## src/rtl/instr_fetch_unit_pkg.sv

```systemverilog
// instr_fetch_unit_pkg: shared fetch-stage types and constants
// Contents: fetch_state_t enum, NOP word, PC increment, default XLEN.
package instr_fetch_unit_pkg;
  localparam int DEF_XLEN = 32;
  localparam int PC_INC = 4;
  localparam logic [31:0] NOP = 32'h0000_0013;
  typedef enum logic [1:0] {FETCH, HOLD, DISCARD, FAULT} fetch_state_t;
endpackage

```

## src/rtl/instr_fetch_unit_next_pc_calc.sv

```systemverilog
// next_pc_calc: sequential pc, redirect target and misalignment flag
// Ports: pc, base, imm, is_jalr in; pc_inc, target, misaligned out.
// Macro FETCH_MISALIGN_TRAP_EN: defined flags target[1:0]!=0, undefined forces target[1:0]=0.
module next_pc_calc
  import instr_fetch_unit_pkg::*;
#(
  parameter int XLEN = DEF_XLEN
) (
  input  logic [XLEN-1:0] pc,
  input  logic [XLEN-1:0] base,
  input  logic [XLEN-1:0] imm,
  input  logic            is_jalr,
  output logic [XLEN-1:0] pc_inc,
  output logic [XLEN-1:0] target,
  output logic            misaligned
);
  logic [XLEN-1:0] sum;
  always_comb begin
    sum = base + imm;
    pc_inc = pc + XLEN'(PC_INC);
    target = {sum[XLEN-1:1], sum[0] & ~is_jalr};
`ifdef FETCH_MISALIGN_TRAP_EN
    misaligned = |target[1:0];
`else
    target[1:0] = 2'b00;
    misaligned = 1'b0;
`endif
  end
endmodule

```

## src/rtl/instr_fetch_unit.sv

```systemverilog
// instr_fetch_unit: RV32I fetch stage with req/ack imem handshake and redirect handling
// Ports: clk, rst (sync, active-high); imem_req/imem_addr/imem_ack/imem_rdata to memory;
//   instr_out/pc_out/instr_valid/instr_ready to decode; redirect, redirect_is_jalr,
//   redirect_base, immediate from execute; fetch_fault misaligned-target trap.
// Macro FETCH_MISALIGN_TRAP_EN enables the FAULT state; otherwise fetch_fault is tied 0.
module instr_fetch_unit
  import instr_fetch_unit_pkg::*;
#(
  parameter int              XLEN     = DEF_XLEN,
  parameter logic [XLEN-1:0] RESET_PC = '0
) (
  input  logic            clk,
  input  logic            rst,
  output logic            imem_req,
  output logic [XLEN-1:0] imem_addr,
  input  logic            imem_ack,
  input  logic [31:0]     imem_rdata,
  output logic [31:0]     instr_out,
  output logic [XLEN-1:0] pc_out,
  output logic            instr_valid,
  input  logic            instr_ready,
  input  logic            redirect,
  input  logic            redirect_is_jalr,
  input  logic [XLEN-1:0] redirect_base,
  input  logic [XLEN-1:0] immediate,
  output logic            fetch_fault
);
  fetch_state_t    state;
  logic [XLEN-1:0] pc, stale, pc_inc, target;
  logic            started, flt_pend, misaligned, ack;
  next_pc_calc #(.XLEN(XLEN)) u_npc (
    .pc(pc),
    .base(redirect_base),
    .imm(immediate),
    .is_jalr(redirect_is_jalr),
    .pc_inc(pc_inc),
    .target(target),
    .misaligned(misaligned)
  );
  // started delays the first request to the cycle after reset is released
  assign imem_req = started && (state == FETCH || state == DISCARD);
  assign imem_addr = state == DISCARD ? stale : pc;
  assign instr_valid = state == HOLD;
  assign ack = imem_ack && imem_req;
`ifdef FETCH_MISALIGN_TRAP_EN
  assign fetch_fault = state == FAULT;
`else
  assign fetch_fault = 1'b0;
`endif
  always_ff @(posedge clk) begin
    if (rst) begin
      state <= FETCH;
      pc <= RESET_PC;
      stale <= RESET_PC;
      started <= 1'b0;
      flt_pend <= 1'b0;
      instr_out <= NOP;
      pc_out <= RESET_PC;
    end else begin
      started <= 1'b1;
      case (state)
        FETCH:
          if (redirect) begin
            pc <= target;
            // an unanswered request must still complete at its original address
            if (ack || !imem_req) state <= misaligned ? FAULT : FETCH;
            else begin
              stale <= pc;
              flt_pend <= misaligned;
              state <= DISCARD;
            end
          end else if (ack) begin
            instr_out <= imem_rdata;
            pc_out <= pc;
            state <= HOLD;
          end
        HOLD:
          if (redirect) begin
            pc <= target;
            state <= misaligned ? FAULT : FETCH;
          end else if (instr_ready) begin
            pc <= pc_inc;
            state <= FETCH;
          end
        DISCARD:
          if (redirect) begin
            pc <= target;
            flt_pend <= misaligned;
          end else if (ack) state <= flt_pend ? FAULT : FETCH;
        default: ;
      endcase
    end
  end
endmodule

```

## config.mk

```make
export PLATFORM = sky130hd
export DESIGN_NAME = instr_fetch_unit
export DESIGN_NICKNAME = d
export VERILOG_FILES = /design/src/rtl/instr_fetch_unit_pkg.sv /design/src/rtl/instr_fetch_unit_next_pc_calc.sv /design/src/rtl/instr_fetch_unit.sv
export SDC_FILE = /design/constraint.sdc
export NUM_CORES = 1
export LEC_CHECK = 0
export ABC_AREA = 1
export BUFFER_PORTS_ARGS = -buffer_cell sky130_fd_sc_hd__buf_2
export CORE_MARGIN = 10
export CORE_UTILIZATION = 35
export DETAILED_ROUTE_END_ITERATION = 8
export GPL_TIMING_DRIVEN = 1
export PLACE_DENSITY = 0.67
export SLEW_MARGIN = 40
export SYNTH_ARGS = -nofsm -noshare
export SYNTH_HDL_FRONTEND = slang
export SYNTH_SLANG_ARGS = --single-unit
```

## constraint.sdc

```tcl
create_clock -name clk -period 1.82 [get_ports clk]
set_input_delay 0.273 -clock clk [delete_from_list [all_inputs] [get_ports clk]]
set_output_delay 0.273 -clock clk [all_outputs]
set_load 0.005 [all_outputs]
```

After elaboration in Yosys (flattened, before gate mapping)
Cells that the tools add are included.
{"block": "word_totals", "elab_cells": 55, "inputBits": 102, "out_inout_bits": 99, "ff_bits": 132}
{"block": "op_classes", "n_addsub": 2, "muxes": 19, "n_bitwise": 2, "reduce_logical": 15, "n_eq_ne": 10}
{"operator": "2-to-1 mux 32 bit", "n": 4}
{"operator": "one-hot mux 32 bit (2 select lines)", "n": 1}
{"operator": "adder 32 x 3 -> 32 bit (second input constant)", "n": 1}
{"operator": "adder 32 bit", "n": 1}
{"operator": "2-to-1 mux 2 bit", "n": 8}
{"operator": "inequality test 2 bit (second input constant)", "n": 5}
{"operator": "AND reduction 3 bit", "n": 3}
{"operator": "one-hot mux 2 bit (3 select lines)", "n": 1}
{"operator": "AND reduction 5 bit", "n": 1}
{"operator": "2-to-1 mux 1 bit", "n": 4}
{"operator": "AND reduction 4 bit", "n": 1}
{"operator": "nonzero test 2 bit", "n": 2}
{"operator": "inequality test 3 x 1 -> 1 bit (second input constant)", "n": 1}
{"operator": "inequality test 3 bit (second input constant)", "n": 1}
{"operator": "nonzero test 3 bit", "n": 1}
{"operator": "equality test 2 x 1 -> 1 bit (second input constant)", "n": 1}
{"operator": "equality test 2 bit (second input constant)", "n": 1}
{"operator": "logical AND 1 bit", "n": 2}
{"operator": "zero test 2 bit", "n": 1}
{"operator": "logical OR 1 bit", "n": 2}
{"operator": "inequality test 2 x 1 -> 1 bit (second input constant)", "n": 1}
{"operator": "inverter 1 bit", "n": 2}
{"operator": "one-hot mux 1 bit (2 select lines)", "n": 1}
{"operator": "OR reduction 2 bit", "n": 1}
{"operator": "zero test 1 bit", "n": 1}

Depth between registers and ports, before layout
Gate-level depths: netlist of the first run.
{"block": "depth", "ltp_word": 8, "mapped_depth": 16, "depth_no_buf": 16}

Hierarchy
A second synthesis of the first run with hierarchy kept.
{"block": "hier_totals", "cells_unflattened": 1465, "hier_area_um2": 8743.4}
{"mod": "instr_fetch_unit", "area_per_inst_um2": 5669.2, "cells_per_inst": 827, "seq_area_each_um2": 2642.5, "instances": 1}
{"mod": "next_pc_calc", "area_per_inst_um2": 3074.2, "cells_per_inst": 638, "seq_area_each_um2": 0.0, "instances": 1}

Worst setup path before layout of the first run
OpenSTA, ideal clock, no wires.
{"block": "synth_timing", "kind": "flip-flop to flip-flop", "startpoint": "register state[0]", "endpoint": "register pc[13]", "arrival_ns": 1.607, "synth_period_minus_slack_ns": 1.741, "path_slack_ns": 0.079, "required_ns": 1.686, "path_buffers": 1, "path_stages_with_launch": 10, "setup_ns": 0.134, "cell_sequence": "dfxtp_1 -> inv_1 -> ha_1 -> nor2_1 -> nand2_1 -> inv_2 -> clkbuf_1 -> o211ai_1 -> nand3_1 -> a21oi_1"}
{"block": "synth_between", "elab_chain_cells": 4, "elab_cells_between_ends": 9, "cone_classes": "eq/ne (4); mux (1); reduce/logical (4)"}
{"item": "from (decl)", "line_no": "instr_fetch_unit.sv:28", "source": "fetch_state_t state;"}
{"item": "from (signal assigned)", "line_no": "instr_fetch_unit.sv:66", "source": "if (ack || !imem_req) state <= misaligned ? FAULT : FETCH;"}
{"item": "from (signal assigned)", "line_no": "instr_fetch_unit.sv:80", "source": "state <= misaligned ? FAULT : FETCH;"}
{"item": "from (signal assigned)", "line_no": "instr_fetch_unit.sv:89", "source": "end else if (ack) state <= flt_pend ? FAULT : FETCH;"}
{"item": "equality test 2 bit or zero test 2 bit (tied branches)", "line_no": "instr_fetch_unit.sv:61", "source": "case (state)"}
{"item": "OR reduction 2 bit (no source line)"}
{"item": "inequality test 2 x 1 -> 1 bit (no source line) or nonzero test 2 bit (tied branches)"}
{"item": "AND reduction 3 bit (no source line)"}
{"item": "to (signal assigned)", "line_no": "instr_fetch_unit.sv:64", "source": "pc <= target;"}
{"item": "to (signal assigned)", "line_no": "instr_fetch_unit.sv:79", "source": "pc <= target;"}
{"item": "to (signal assigned)", "line_no": "instr_fetch_unit.sv:82", "source": "pc <= pc_inc;"}
{"item": "to (decl)", "line_no": "instr_fetch_unit.sv:29", "source": "logic [XLEN-1:0] pc, stale, pc_inc, target;"}
Several ways; a longest one is shown, not always the timed one.
A chain may end at the register's enable or synchronous reset.

Worst setup path after layout of the first run
{"block": "layout_timing", "startpoint": "register state[0]", "endpoint": "output port imem_addr[17]"}
{"block": "layout_between", "elab_chain_cells": 2}
{"item": "equality test 2 bit", "line_no": "instr_fetch_unit.sv:42", "source": "assign imem_addr = state == DISCARD ? stale : pc;"}
{"item": "2-to-1 mux 32 bit", "line_no": "instr_fetch_unit.sv:42"}
{"item": "to (decl)", "line_no": "instr_fetch_unit.sv:15", "source": "output logic [XLEN-1:0] imem_addr,"}
No other way between the ends.

==> run metrics, run 1 <==
status=finished, violations left; failing checks=negative setup slack; largest net degree at the start of global routing=61; final slew viol count=0; mapped cell area=8305 sq um; Core Footprint=23,400 sq um; DRT Pass-1 Iters=5; Initial Util=0.3549; ranking of synthesized cells by area=dfxtp_1, nand2_1, inv_1, o21ai_0, a21oi_1; nets=1,788; Via Count=9,493; GRT Residual Overflow=0; CP peak stage delay=0.32 ns; initial antenna violation count=0; Layout Skew=0.009529 ns; post-synth top area cell=dfxtp_1; Die X-Extent=174.0 um; Clock transition at path regs=0.06 ns; P_leak=5.862 nW; Critical Path RT=1.55 ns; wire per inst=14.51 um; Hold Crit Class=input pin to flop; Area growth syn-to-layout=36.97%; yosys warns=0; Synth async-reset ratio=0; worst path cell trace=inv_2, ha_4, buf_12, nand2_2, o21ai_4, buf_2; start of the worst register-to-register path=state[0]$_SDFFE_PP0P_; reg-to-reg endpoint=stale[18]$_SDFFE_PP0P_; initial DRC count=713; Synth Flop Type=dfxtp_1; H-tree Lvls=4; Netlist cell types=39; Routed Antenna Nets=0; cells after synthesis=1,374; deepest clock path buffer count=2; hold_sp=imem_rdata[0]; kind of critical path=flop to output port; Die ar.=30,290 sq um; power per cell area=808.2 nW/um^2; register area share after synthesis=0.3013; Slew @ Worst Pin=0.4904 ns; hold-critical path endpoint=instr_out[0]$_SDFFE_PP1P_; DRC viols=0; synth cell count leaders=nand2_1, inv_1, o21ai_0; reg2reg path depth=9; crit share post-route=1.019; Avg Cell Area, Syn=6.045 sq um; Startpoint Class=flop; FILL cells=2,476; setup ws final=-0.03537 ns; WL final=28,760 um; Ant. Diodes=0; WHS Path Cells=3; Total GRT Usage=0.1789; Setup crit end kind=output port; dpl hpwl=21,330 um; TritonCTS clock tree=yes; RSZ-0062 raised after global routing=yes; top cell type's share of synthesized area=0.3013; clock sink total=125; Inserted Clock Buffers=17; Critical Path AT=1.58 ns; row cnt=56; worst hold margin=0.05834 ns; worst reg-to-reg setup slack=0.05 ns; Core Util, Final=0.4861; flops & latches, synth=125; via/cell ratio=4.790; worst-path fanout max=8; Peak Freq=539.0 MHz; Crit-path slowest cell=dfxtp_2; first-pass GRT wire length=45,340 um; count of final hold-check violations=0; Tmin final=1.855 ns; Die Span Y=174.0 um; pre-CTS WS=-0.2464 ns; IO Pins=201; Power Total=9.194 mW; most frequent cell after synthesis=nand2_1; I/O Buffers=194; EDFF count, synth=0; root buf cell=clkbuf_16; number of global-route vias before repair=8,971; Max-Slew Margin vs Limit=0.6705; peak supply drop=0.0004198 V; MaxCap Viol Count=0; layout cell share with drive strength beyond 1=0.2598; Final setup violation count=21; Clock Latency Late Sink=0.42 ns; RePlAce Congestion=0.9424
-- worst max-delay path by stage --
stage	slack, ns	end	startpoint	cells past startpoint
after floorplan	0.08	pc[13]$_SDFFE_PP0P_	state[0]$_SDFFE_PP0P_	9
after global placement	-0.24	pc[23]$_SDFFE_PP0P_	redirect_base[21]	12
after CTS	-0.07	imem_addr[22]	state[0]$_SDFFE_PP0P_	6
after detailed placement	-0.25	pc[23]$_SDFFE_PP0P_	immediate[19]	13
final	-0.04	imem_addr[17]	state[0]$_SDFFE_PP0P_	6
after global routing	-0.09	imem_addr[29]	state[0]$_SDFFE_PP0P_	6
-- layout by cell type (no fill, tap or decap), types with 7 or more instances in the layout --
cell	count
o21ai_2	16
buf_2	192
buf_4	97
inv_1	211
clkbuf_16	21
dfxtp_1	119
a21oi_2	7
nand4_1	14
nand2_1	360
nor2_4	7
nor3_1	9
a21oi_1	130
xor2_1	9
nand2_2	16
inv_2	9
nor2_1	131
ha_1	33
o21ai_0	68
o21ai_1	58
nand3_1	62
nand2_4	7
-- area by class of cell --
class	count	area, sq um	area share
clock inverters	12	112.6	0.009899
repair buffers	307	2052	0.1804
well taps	319	399.1	0.03509
multi-input cells	976	4989	0.4385
clock buffers	19	452.9	0.03982
inverters	224	858.3	0.07545
flip-flops and latches	125	2512	0.2209
-- per-layer routing --
metal,vias to the layer above,wire length (um),global-route usage
li1,4908,-,-
met1,4189,13390,0.2390
met2,356,12920,0.2834
met3,40,2000,0.04052
met4,0,440,0.04738
met5,-,0,0
-- critical path, delay by kind of cell (launching register included) --
kind,cells,cell delay [ns]
simple gates,1,0.08
flops,1,0.32
fa+ha+maj,1,0.27
buf+inv,3,0.40
compound gates,1,0.08
-- report_power, final --
part / switching [mW] / total [mW] / internal (mW)
registers: 0.199 / 3.18 / 2.98
logic: 1.60 / 2.77 / 1.16
clock network: 1.30 / 3.25 / 1.95
-- cell families (layout without fill, tap and decap cells) --
logic type | count (synthesis) | count (layout) | share of synthesized area
XOR/XNOR | 10 | 10 | 0.01055
AO/OA/AOI/OAI | 299 | 299 | 0.1873
flip-flops | 125 | 125 | 0.3013
AND/OR/NAND/NOR | 627 | 627 | 0.3185
buffers and inverters | 277 | 562 | 0.1293
adder cells (fa/ha/maj) | 35 | 35 | 0.05273
other | 1 | 5 | 0.0004515
-- sequential cells by signal (all words and copies together), names as in the netlist --
register / count
instr_out: 32
pc: 30
pc_out: 30
stale: 30
state: 2
started: 1
-- metrics by stage --
| stage | cell area, sq um | TNS, ns | std cells |
|---|---|---|---|
| 6_report | 11380 | -0.4079 | 1982 |
| 5_1_grt | 11380 | -2.639 | 1982 |
| 4_1_cts | 11010 | -0.5749 | 1975 |
| 3_5_place_dp | 10290 | -3.496 | 1940 |
| 3_3_place_gp | 10290 | -1.974 | 1940 |
| 2_1_floorplan | 8320 | 0 | 1378 |
-- what timing repair did --
item | 4_1_cts | 5_1_grt
hold buffers | 0 | 0
pin swaps | 0 | 14
gates resized for setup | 45 | 116
endpoints found under the setup margin | 73 | 127
gates cloned | 3 | 5
setup buffers | 1 | 2
No activity file was read; power rests on OpenSTA's default activity.
==> inputs of run 2 (changes only) <==
SKIP_CTS_REPAIR_TIMING = 1   (was default)
==> run metrics, run 2 (synthesized netlist as in run 1, its figures left out) <==
worst-path fanout max=6; GRT busiest layer=met2; Die ar.=30,290 sq um; via/cell ratio=4.753; pre-CTS WS=-0.2464 ns; Area after DPL=10,290 sq um; max FFs per register=32; kind of critical path=flop to output port; root buf cell=clkbuf_16; row cnt=56; WL final=28,420 um; crit share post-route=1.044; Critical Path AT=1.63 ns; reg2reg path depth=10; TritonCTS clock tree=yes; RSZ-0062 raised after global routing=yes; nets=1,789; hold-critical path endpoint=instr_out[0]$_SDFFE_PP1P_; Core Footprint=23,400 sq um; final slew viol count=0; Area growth syn-to-layout=35.87%; commonest non-fill, non-tap cell in the layout=nand2_1; Clock transition at path regs=0.06 ns; DRC viols=0; worst hold margin=0.05448 ns; count of final hold-check violations=0; RePlAce Congestion=0.9424; MaxCap Viol Count=0; Via Count=9,425; H-tree Lvls=4; Setup crit end kind=output port; Hold Crit Class=input pin to flop; Die Span Y=174.0 um; worst path cell trace=inv_2, ha_4, buf_12, clkinvlp_4, o21ai_1, buf_2; GRT Residual Overflow=0; GR Layer Usage met3=0.03900; DRT Pass-1 Iters=5; largest net degree at the start of global routing=77; Startpoint Class=flop; reg-to-reg endpoint=pc[13]$_SDFFE_PP0P_; Layout Skew=0.007414 ns; Ant. Diodes=0; worst reg-to-reg setup slack=0.03 ns; Crit-path slowest cell=dfxtp_2; FILL cells=2,495; Die X-Extent=174.0 um; hold_sp=imem_rdata[0]; Final setup violation count=17; FF+latch area=2514 sq um; dpl hpwl=21,330 um; setup ws final=-0.08073 ns; Total GRT Usage=0.1738; initial DRC count=779; Clock Latency Late Sink=0.42 ns; P_leak=5.818 nW; I/O Buffers=194; deepest clock path buffer count=2; Routed Antenna Nets=0; number of global-route vias before repair=8,818; first-pass GRT wire length=44,180 um; wire per inst=14.33 um; power per cell area=811.5 nW/um^2; CP peak stage delay=0.32 ns; Critical Path RT=1.55 ns; Biggest register=instr_out; WHS Path Cells=3; Tmin final=1.901 ns; most frequent cells in the layout=nand2_1, inv_1, buf_2; Inserted Clock Buffers=17; IO Pins=201; start of the worst register-to-register path=state[1]$_SDFFE_PP0P_; clock sink total=125; Initial Util=0.3549; failing checks=negative setup slack; Peak Freq=526.1 MHz; grt met1 use=0.2362; fin area=11,280 sq um; M2 GR Usage=0.2702; status=finished, violations left; layout cell share with drive strength beyond 1=0.2518; area occupied by multi-input gates=4925 sq um; initial antenna violation count=0; peak supply drop=0.0004209 V
==> run 2: cell types whose count changed in the layout (fill, tap and decap cells not counted), moves of 3 or more <==
cell,change
buf_16,-3
nand2_1,+8
nand2_2,-6
o21ai_0,+38
o21ai_1,-34
o21ai_4,-3
==> run 2: how the worst max path moves through the flow <==
stage | slack (ns) | cells after the start | from | to
after floorplan | 0.08 | 9 | state[0]$_SDFFE_PP0P_ | pc[13]$_SDFFE_PP0P_
after global placement | -0.24 | 12 | redirect_base[21] | pc[23]$_SDFFE_PP0P_
after detailed placement | -0.25 | 13 | immediate[19] | pc[23]$_SDFFE_PP0P_
after CTS | -0.27 | 5 | state[1]$_SDFFE_PP0P_ | imem_addr[12]
after global routing | -0.15 | 7 | state[0]$_SDFFE_PP0P_ | imem_addr[14]
final | -0.08 | 6 | state[0]$_SDFFE_PP0P_ | imem_addr[12]
==> run 2: area by class of cell <==
cell class	instances	share of cell area
multi-input combinational	976	0.4364
inverter	224	0.07529
clock buffer	19	0.04014
sequential	125	0.2228
tap	319	0.03537
clock inverter	12	0.009979
timing repair buffer	308	0.1801
==> run 2: where the power goes <==
group	leakage [nW]	internal, mW	switching [mW]
clock network	0.276	1.95	1.31
logic	4.52	1.14	1.57
registers	1.02	2.98	0.199
total	5.82	6.07	3.08
==> run 2: critical path, delay by kind of cell, from the launching register on <==
kind / cells / cell delay, ns
adder cells (fa/ha/maj): 1 / 0.24
flip-flops: 1 / 0.32
buffers and inverters: 4 / 0.49
AO/OA/AOI/OAI: 1 / 0.16
==> run 2: through the flow <==
stage | utilization | instances | TNS (ns) | power (mW)
floorplan | - | 1378 | 0 | 4.626
global placement | 0.4399 | 1940 | -1.974 | 5.743
detailed placement | 0.4399 | 1940 | -3.496 | 5.779
CTS | 0.4640 | 1971 | -5.967 | 9.032
global route | 0.4822 | 1983 | -3.313 | 9.702
finish | 0.4822 | 1983 | -0.8528 | 9.158
==> run 2: metal layers <==
layer | part of all wire | vias to the layer above
met1 | 0.48 | 4166
met5 | 0 | -
met4 | 0.013 | 0
li1 | - | 4915
met3 | 0.065 | 32
met2 | 0.45 | 312
